--- config.mk ---
export PLATFORM = sky130hd
export DESIGN_NAME = mest_pro_sequencer
export DESIGN_NICKNAME = d
export VERILOG_FILES = /design/src/rtl/mest_pro_pkg.sv /design/src/rtl/mest_pro_alu.sv /design/src/rtl/mest_pro_sequencer.sv
export SDC_FILE = /design/constraint.sdc
export NUM_CORES = 1
export LEC_CHECK = 0
export ABC_AREA = 0
export BUFFER_PORTS_ARGS = -buffer_cell sky130_fd_sc_hd__buf_2
export CAP_MARGIN = 20
export CORE_ASPECT_RATIO = 1.2
export CORE_MARGIN = 10
export CORE_UTILIZATION = 57
export DETAILED_ROUTE_END_ITERATION = 12
export GPL_ROUTABILITY_DRIVEN = 0
export PLACE_DENSITY_LB_ADDON = 0.15
export SYNTH_ARGS = -nofsm -noshare
export SYNTH_HDL_FRONTEND = slang
export SYNTH_SLANG_ARGS = --single-unit
--- constraint.sdc ---
create_clock -name clk -period 3.1 [get_ports clk]
set_input_delay 0.31 -clock clk [delete_from_list [all_inputs] [get_ports clk]]
set_output_delay 0.31 -clock clk [all_outputs]
set_load 0.02 [all_outputs]
--- src/rtl/mest_pro_pkg.sv ---
// mest_pro_pkg: shared types and constants for the MESTPro program sequencer.
//   - opcode_e     : instruction opcodes (9..E decode as NOP)
//   - state_e      : sequencer states
//   - field LSBs   : bit positions of opcode/A/B/C inside an instruction word
//   - DATA_W       : operand/result width
package mest_pro_pkg;

  localparam int unsigned DATA_W   = 8;
  localparam int unsigned OPCODE_W = 4;

  // Instruction word layout: [27:24] opcode, [23:16] A, [15:8] B, [7:0] C
  localparam int unsigned OP_LSB        = 24;
  localparam int unsigned A_LSB         = 16;
  localparam int unsigned B_LSB         = 8;
  localparam int unsigned C_LSB         = 0;
  localparam int unsigned C_W           = 8;
  localparam int unsigned USE_CARRY_BIT = 0;

  typedef enum logic [OPCODE_W-1:0] {
    OP_NOP  = 4'h0,
    OP_ADD  = 4'h1,
    OP_SUB  = 4'h2,
    OP_AND  = 4'h3,
    OP_OR   = 4'h4,
    OP_XOR  = 4'h5,
    OP_NOT  = 4'h6,
    OP_SHL  = 4'h7,
    OP_SHR  = 4'h8,
    OP_HALT = 4'hF
  } opcode_e;

  typedef enum logic [2:0] {
    ST_IDLE  = 3'd0,
    ST_FETCH = 3'd1,
    ST_WAIT  = 3'd2,
    ST_EXEC  = 3'd3,
    ST_DONE  = 3'd4
  } state_e;

  // Opcodes that produce a result strobe and update the carry register
  function automatic logic is_result_op(input opcode_e op);
    return (op >= OP_ADD) && (op <= OP_SHR);
  endfunction

endpackage

--- src/rtl/mest_pro_alu.sv ---
// mest_pro_alu: purely combinational ALU for the MESTPro sequencer.
// Ports:
//   op     in  opcode_e  : operation
//   a, b   in  DATA_W    : operands
//   cin    in  1         : carry/borrow in (already gated by use_carry)
//   result out DATA_W    : operation result
//   carry  out 1         : carry (ADD), borrow (SUB), shifted-out bit (SHL/SHR)
//   zero   out 1         : result == 0
module mest_pro_alu #(
  parameter int unsigned DATA_W = 8
) (
  input  mest_pro_pkg::opcode_e   op,
  input  logic [DATA_W-1:0]       a,
  input  logic [DATA_W-1:0]       b,
  input  logic                    cin,
  output logic [DATA_W-1:0]       result,
  output logic                    carry,
  output logic                    zero
);

  import mest_pro_pkg::*;

  localparam int unsigned SUM_W = DATA_W + 1;

  logic [SUM_W-1:0] sum;

  // Operation decode; unknown opcodes yield a zero result with no carry
  always_comb begin
    sum    = '0;
    result = '0;
    carry  = 1'b0;
    case (op)
      OP_ADD: begin
        sum    = {1'b0, a} + {1'b0, b} + SUM_W'(cin);
        result = sum[DATA_W-1:0];
        carry  = sum[DATA_W];
      end
      OP_SUB: begin
        // Bit DATA_W of the extended difference is the borrow
        sum    = {1'b0, a} - {1'b0, b} - SUM_W'(cin);
        result = sum[DATA_W-1:0];
        carry  = sum[DATA_W];
      end
      OP_AND: result = a & b;
      OP_OR:  result = a | b;
      OP_XOR: result = a ^ b;
      OP_NOT: result = ~a;
      OP_SHL: begin
        result = {a[DATA_W-2:0], 1'b0};
        carry  = a[DATA_W-1];
      end
      OP_SHR: begin
        result = {1'b0, a[DATA_W-1:1]};
        carry  = a[0];
      end
      default: ;
    endcase
    zero = (result == '0);
  end

endmodule

--- src/rtl/mest_pro_sequencer.sv ---
// mest_pro_sequencer: program sequencer and result port of the MESTPro core.
// On i_start it fetches instructions from a synchronous ROM starting at
// address 0, executes each through mest_pro_alu and strobes the result.
// Ports:
//   clk            in  1                : clock, rising edge
//   i_reset        in  1                : asynchronous active-high reset
//   i_start        in  1                : start request (accepted in IDLE/DONE)
//   o_rom_addr     out ADDR_W           : instruction address
//   o_rom_en       out 1                : ROM read enable (data one cycle later)
//   i_rom_data     in  INSTRUCTION_SIZE : instruction word
//   o_result       out DATA_W           : last executed result
//   o_valid_result out 1                : one-cycle strobe per result
//   o_carry        out 1                : carry/borrow of the last result
//   o_zero_flag    out 1                : last result was zero
//   o_all_done     out 1                : program finished (held)
//   o_busy         out 1                : running, from accepted start to DONE
module mest_pro_sequencer #(
  parameter int unsigned OP_CODE_SIZE     = 4,
  parameter int unsigned DATA_W           = 8,
  parameter int unsigned INSTRUCTION_SIZE = OP_CODE_SIZE + 8 + 8 + 8,
  parameter int unsigned ROM_DEPTH        = 65536,
  parameter int unsigned ADDR_W           = $clog2(ROM_DEPTH)
) (
  input  logic                        clk,
  input  logic                        i_reset,
  input  logic                        i_start,
  output logic [ADDR_W-1:0]           o_rom_addr,
  output logic                        o_rom_en,
  input  logic [INSTRUCTION_SIZE-1:0] i_rom_data,
  output logic [DATA_W-1:0]           o_result,
  output logic                        o_valid_result,
  output logic                        o_carry,
  output logic                        o_zero_flag,
  output logic                        o_all_done,
  output logic                        o_busy
);

  import mest_pro_pkg::*;

  localparam logic [ADDR_W-1:0] LAST_ADDR = ADDR_W'(ROM_DEPTH - 1);

  state_e                  state;
  logic                    carry_reg;

  logic [OP_CODE_SIZE-1:0] op_bits;
  opcode_e                 op;
  logic [DATA_W-1:0]       opnd_a;
  logic [DATA_W-1:0]       opnd_b;
  logic                    use_carry;
  logic                    unused_c_bits;

  logic [DATA_W-1:0]       alu_result;
  logic                    alu_carry;
  logic                    alu_zero;
  logic                    last_word;

  // Instruction field extraction; C[7:1] carry no meaning
  assign op_bits       = i_rom_data[OP_LSB +: OP_CODE_SIZE];
  assign op            = opcode_e'(OPCODE_W'(op_bits));
  assign opnd_a        = i_rom_data[A_LSB +: DATA_W];
  assign opnd_b        = i_rom_data[B_LSB +: DATA_W];
  assign use_carry     = i_rom_data[C_LSB + USE_CARRY_BIT];
  assign unused_c_bits = ^i_rom_data[C_LSB + 1 +: C_W - 1];

  assign last_word = (o_rom_addr == LAST_ADDR);

  mest_pro_alu #(
    .DATA_W (DATA_W)
  ) u_alu (
    .op     (op),
    .a      (opnd_a),
    .b      (opnd_b),
    .cin    (use_carry & carry_reg),
    .result (alu_result),
    .carry  (alu_carry),
    .zero   (alu_zero)
  );

  // Sequencer FSM with registered outputs; o_rom_addr doubles as the PC
  always_ff @(posedge clk or posedge i_reset) begin
    if (i_reset) begin
      state          <= ST_IDLE;
      carry_reg      <= 1'b0;
      o_rom_addr     <= '0;
      o_rom_en       <= 1'b0;
      o_result       <= '0;
      o_valid_result <= 1'b0;
      o_carry        <= 1'b0;
      o_zero_flag    <= 1'b0;
      o_all_done     <= 1'b0;
      o_busy         <= 1'b0;
    end else begin
      o_valid_result <= 1'b0;
      o_rom_en       <= 1'b0;
      case (state)
        ST_IDLE, ST_DONE: begin
          if (i_start) begin
            state      <= ST_FETCH;
            carry_reg  <= 1'b0;
            o_rom_addr <= '0;
            o_rom_en   <= 1'b1;
            o_all_done <= 1'b0;
            o_busy     <= 1'b1;
          end
        end
        ST_FETCH: state <= ST_WAIT;
        ST_WAIT:  state <= ST_EXEC;
        ST_EXEC: begin
          if (op == OP_HALT) begin
            state      <= ST_DONE;
            o_all_done <= 1'b1;
            o_busy     <= 1'b0;
          end else begin
            if (is_result_op(op)) begin
              carry_reg      <= alu_carry;
              o_result       <= alu_result;
              o_carry        <= alu_carry;
              o_zero_flag    <= alu_zero;
              o_valid_result <= 1'b1;
            end
            // The last ROM word executes, then the address stops there
            if (last_word) begin
              state      <= ST_DONE;
              o_all_done <= 1'b1;
              o_busy     <= 1'b0;
            end else begin
              state      <= ST_FETCH;
              o_rom_addr <= o_rom_addr + ADDR_W'(1);
              o_rom_en   <= 1'b1;
            end
          end
        end
        default: state <= ST_IDLE;
      endcase
    end
  end

endmodule

==> Word-level counts from Yosys, hierarchy flattened <==
Index checks and enable logic that the tools add are counted.
{ "word_totals": {"regBits": 34, "latchBits": 0, "ram_bits": 0, "rom_bits": 0, "in_bits": 31, "output_inout_bits": 30, "memories": 0} }
{ "classes": {"add_sub_neg": 5, "multipliers": 0, "div_mod_pow": 0, "magnitude_cmp": 2, "n_eq_ne": 19, "n_shift": 0, "muxes": 28, "bitwise": 6, "n_reduce_logical": 9} }
{ "op_table": {"columns": ["operator", "n"], "rows": [
  ["$pmux W8 S8", 1],
  ["$mux W16", 3],
  ["$pmux W16 S2", 1],
  ["$add A16 B1 Y16 const B", 1],
  ["$eq A16 B16 Y1 const B", 1],
  ["$eq A4 B3 Y1 const B", 4],
  ["$mux W1", 14],
  ["$pmux W3 S4", 1],
  ["$add A8 B8 Y9", 1],
  ["$add A9 B1 Y9", 1],
  ["$mux W3", 3],
  ["$sub A8 B8 Y9", 1],
  ["$sub A9 B1 Y9", 1],
  ["$and A8 B8 Y8", 1],
  ["$eq A4 B2 Y1 const B", 2],
  ["$eq A4 B4 Y1 const B", 2],
  ["$logic_not A8 Y1", 1],
  ["$ne A2 B2 Y1 const B", 4],
  ["$not A8 Y8", 1],
  ["$or A8 B8 Y8", 1],
  ["$pmux W1 S2", 4],
  ["$reduce_and A4 Y1", 2],
  ["$xor A8 B8 Y8", 1],
  ["$eq A3 B2 Y1 const B", 2],
  ["other kinds (14)", 15]
]} }

==> Longest topological paths before layout <==
{ "depth": {"depth_word": 6, "ltp_mapped": 11, "depth_no_buf": 11} }

==> By module <==
A second synthesis with hierarchy kept.
{ "unflattened": {"cells_unflattened": 395, "hier_area_um2": 3465.8} }
{ "modules_own_cells": {"columns": ["mod", "instances", "cells_per_inst", "area_each_um2", "seq_area_each_um2"], "rows": [
  ["mest_pro_sequencer", 1, 168, 1803.0, 850.8],
  ["mest_pro_alu", 1, 227, 1662.8, 0.0]
]} }

==> Least setup slack after synthesis <==
Ideal clock, no wire load.
{ "synth_path": {"path_type": "in2reg", "from": "in i_rom_data[8]", "to": "reg o_zero_flag", "setup_time_ns": 0.104, "arrival_ns": 2.308, "required_ns": 2.996, "setup_slack_ns": 0.689, "stages": 8, "path_buffers": 0, "path_cell_list": "inv_1 -> fa_1 -> fa_1 -> o21ai_1 -> a22oi_1 -> xor2_1 -> a221o_1 -> o41ai_2"} }
{ "synth_between": {"elab_chain_cells": 4} }
{ "synth_lines": {"columns": ["item", "line", "text"], "rows": [
  ["from (decl)", "mest_pro_sequencer.sv:29", "input logic [INSTRUCTION_SIZE-1:0] i_rom_data,"],
  ["$sub A8 B8 Y9 or $add A8 B8 Y9 (tied branches)", "mest_pro_alu.sv:40, mest_pro_alu.sv:34", null],
  ["$sub A9 B1 Y9 or $add A9 B1 Y9 (tied branches)", "mest_pro_alu.sv:40, mest_pro_alu.sv:34", null],
  ["$pmux W8 S8 *", "mest_pro_alu.sv:32", "case (op)"],
  ["$logic_not A8 Y1 *", "mest_pro_alu.sv:58", "zero = (result == '0);"],
  ["to (signal assigned)", "mest_pro_sequencer.sv:118", "o_zero_flag <= alu_zero;"],
  ["to (decl)", "mest_pro_sequencer.sv:33", "output logic o_zero_flag,"]
]} }
Every way passes the cells marked *; elsewhere a longest branch is shown, timed or not.
A chain may end at the register's enable or synchronous reset.

==> Final worst setup path <==
{ "layout_path": {"from": "reg carry_reg", "to": "reg o_zero_flag"} }
{ "layout_between": {"elab_chain_cells": 4} }
{ "layout_lines": {"columns": ["item", "line", "text"], "rows": [
  ["from (decl)", "mest_pro_sequencer.sv:43", "logic carry_reg;"],
  ["from (signal assigned)", "mest_pro_sequencer.sv:115", "carry_reg <= alu_carry;"],
  ["$and A1 B1 Y1 *", "mest_pro_sequencer.sv:73", ".cin (use_carry & carry_reg),"],
  ["$sub A9 B1 Y9 or $add A9 B1 Y9 (tied branches)", "mest_pro_alu.sv:40, mest_pro_alu.sv:34", null],
  ["$pmux W8 S8 *", "mest_pro_alu.sv:32", null],
  ["$logic_not A8 Y1 *", "mest_pro_alu.sv:58", null]
]} }
Marked as above.

==> key figures <==
Finish
  • Commonest non-fill, non-tap cell in the layout: buf_2
  • Most frequent cells in the layout: buf_2 (53), nor2_1 (39), inv_1 (35)
  • Fill count: 482
  • P&R area growth vs syn: 11.11%
  • ANT cells: 0
  • Nets: 476
  • Share of layout cells above drive strength 1: 19.37%
  • Biggest regs: o_rom_addr (16), o_result (8), state (3)
  • Register with the most flip-flops: o_rom_addr
  • Max reg flops: 16

Synth
  • Simple-gate share of the synthesized area: 22.93%
  • Synth cell types: 63
  • Synth Flop Type: dfrtp_1
  • Net Count, Synth: 429
  • Number of synthesized flops with an enable pin: 0
  • Seq cells post-synth: 34
  • Largest family of logic cells by synthesized area: simple AND/OR/NAND/NOR gates
  • Synth Area in XOR/XNOR: 6.895%
  • Cell area after synthesis: 0.003176 mm²
  • Register area share after synthesis: 26.79%
  • Compound-Gate Fraction of Synth Area: 18.95%
  • Synthesized-area fraction occupied by adder cells: 13.95%
  • Portion of netlist area occupied by mux cells: 3.073%
  • Ys async rst share: 100.0%
  • Mapped Avg Cell Area: 8.700 µm²
  • Yosys synthesis warning count: 0
  • Post-Syn Instances: 365

Route
  • Total Wirelength: 7799 µm
  • Number of remaining DRC errors: 0
  • Via Count: 2884
  • Drt wl/cell: 16.42 µm
  • DRT Pass-1 Iters: 4
  • ANT nets after route: 0
  • First-iteration detailed-routing DRC count: 180
  • Vias per std cell: 6.072

Power and ir drop
  • Total Power: 1.810 mW
  • Lkg Pwr: 1.750 nW
  • PwrDens: 512.9 mW/mm²
  • Peak supply drop: 0.0002657 V

Floorplan
  • Width of the die: 88.14 µm
  • Num rows: 29
  • Core region area: 0.005334 mm²
  • Ports: 61
  • Die ar.: 0.008969 mm²
  • Die H: 101.8 µm
  • Initial core utilization: 59.54%

Timing
  • Max-slew headroom: 56.14%
  • Fmax: 0.3608 GHz
  • Fin crit period: 2.772 ns
  • PnR worst setup slack: 0.3280 ns
  • Fin. max-slew vios: 0
  • Setup TNS: 0 ns
  • Clock skew: 0.004535 ns
  • Final setup vio count: 0
  • RSZ-0062 raised after global routing: false
  • Period utilisation layout: 89.42%
  • Actual slew at the worst max-slew pin: 0.6543 ns
  • Count of final hold-check violations: 0

Global route
  • Vias in the first global route: 2783
  • GRT Overall Usage: 17.39%
  • Largest net degree at the start of global routing: 35
  • Initial antenna violation count: 0
  • First-pass GRT wire length: 12850 µm
  • Grt total ovfl: 0

Clocking
  • Worst-Skew Late Latency: 0.28 ns
  • CTS sink count: 34
  • Clock root buffer: clkbuf_8
  • Worst-path clk slew: 0.07 ns
  • Post-CTS Resized: 0
  • Hold buffers post-CTS: 0
  • CTS tree: done
  • H-tree levels: 2
  • Post-CTS Setup Bufs: 0
  • Inserted Clock Buffers: 5
  • CTS Buffer Depth: 2

Placed design
  • PortBufs: 53
  • Worst slack, placed: 0.2050 ns
  • HPWL after detailed placement: 6144 µm

Setup path
  • Setup crit start: carry_reg$_DFFE_PP0P_
  • Crit end category: flop
  • Worst reg2reg startpoint: carry_reg$_DFFE_PP0P_
  • Startpoint Class: flop
  • Crit path max fanout: 3
  • RR Endpoint: o_zero_flag$_DFFE_PP0P_
  • Crit path to: o_zero_flag$_DFFE_PP0P_
  • Arrival time worst endpoint: 2.96 ns
  • Critical setup path kind: flop to flop
  • Register-to-register setup slack: 0.33 ns
  • WP data required: 3.29 ns
  • R2r worst-path depth: 9

Min path
  • Hold/Removal Path Class: primary input to async pin

Status
  • Outcome: complete, no violations

Flow run
  • Max-cap viol count: 0
[report_power, final]
group	internal [mW]	switching [mW]
Clock	0.179	0.153
Combinational	0.315	0.512
Sequential	0.566	0.0836
[worst max-delay path, stage by stage, from the launching register on]
cell	delay (ns)
dfrtp_1	0.36
nand2_1	0.09
fa_1	0.42
fa_1	0.42
o21ai_1	0.32
nor2b_1	0.21
xnor2_1	0.09
a211oi_1	0.35
nand4_1	0.20
o41ai_2	0.22
[worst min path at each step]
stage | from | cells after the start | endpoint
final | i_reset | 3 | o_rom_addr[14]$_DFFE_PP0P_
after global routing | i_reset | 3 | state[1]$_DFFE_PP0N_
after CTS | i_reset | 3 | o_busy$_DFFE_PP0P_
after detailed placement | i_reset | 3 | o_busy$_DFFE_PP0P_
after global placement | i_reset | 3 | o_busy$_DFFE_PP0P_
after floorplan | state[2]$_DFFE_PP0N_ | 1 | state[1]$_DFFE_PP0N_
[routing by layer]
| layer | vias to the layer above | global-route usage (%) | share of wire, % |
|---|---|---|---|
| met2 | 116 | 30.83 | 51 |
| met1 | 1354 | 19.39 | 39 |
| met3 | 19 | 2.811 | 6.5 |
| li1 | 1395 | - | - |
| met4 | 0 | 8.948 | 3.4 |
| met5 | - | 0 | 0 |
[synth_stat cells (2+ instances only)]
cell | count | area, µm²
nand2_1 | 22 | 82.58
mux2_2 | 4 | 45.04
o21ai_1 | 6 | 30.03
nor3_2 | 2 | 20.02
and3_1 | 5 | 31.28
nor2_1 | 39 | 146.4
nor4_1 | 3 | 18.77
mux2_1 | 2 | 22.52
nand3b_1 | 2 | 15.01
mux2i_1 | 3 | 30.03
xnor2_1 | 12 | 105.1
a31o_2 | 2 | 17.52
buf_2 | 8 | 40.04
a211oi_1 | 4 | 30.03
nor3_1 | 5 | 25.02
o21ai_0 | 14 | 70.07
o22ai_1 | 3 | 18.77
nor3b_1 | 5 | 37.54
o21a_1 | 2 | 15.01
a32oi_1 | 8 | 70.07
nand3_1 | 7 | 35.03
a21o_1 | 6 | 45.04
buf_4 | 5 | 37.54
nand2b_1 | 5 | 31.28
nor2b_1 | 8 | 50.05
dfrtp_1 | 34 | 850.8
o2bb2ai_1 | 4 | 35.03
a21oi_1 | 9 | 45.04
inv_1 | 35 | 131.4
a31oi_1 | 5 | 31.28
and3b_1 | 6 | 52.55
and2_1 | 3 | 18.77
a221o_1 | 2 | 20.02
nand4_1 | 11 | 68.82
a211o_1 | 2 | 17.52
xor2_1 | 13 | 113.9
fa_1 | 4 | 80.08
buf_6 | 2 | 22.52
ha_1 | 29 | 362.9
[metrics by stage]
step | instances | utilization (%) | cell area [µm²] | hold WS (ns)
finish | 475 | 66.15 | 3528 | 0.1026
global route | 475 | 66.15 | 3528 | 0.1324
CTS | 475 | 66.15 | 3528 | 0.1147
detailed placement | 467 | 64.44 | 3437 | 0.4231
global placement | 467 | 64.44 | 3437 | 0.4167
floorplan | 365 | - | 3176 | 0.4373
[cell type report]
| class | count | area, µm² | area share (%) |
|---|---|---|---|
| inverter | 35 | 131.4 | 3.723 |
| timing repair buffer | 56 | 287.8 | 8.156 |
| clock inverter | 1 | 5.005 | 0.1418 |
| tap | 62 | 77.57 | 2.199 |
| multi-input combinational | 280 | 2090 | 59.22 |
| clock buffer | 7 | 86.33 | 2.447 |
| sequential | 34 | 850.8 | 24.11 |
[logic make-up (layout without fill, tap and decap cells)]
family                   after synthesis  in the layout
buffers and inverters                 51             99
AO/OA/AOI/OAI                         82             82
multiplexers                           9              9
AND/OR/NAND/NOR                      131            131
XOR/XNOR                              25             25
adder cells (fa/ha/maj)               33             33
flip-flops                            34             34
Power figures use the tool's default switching activity.
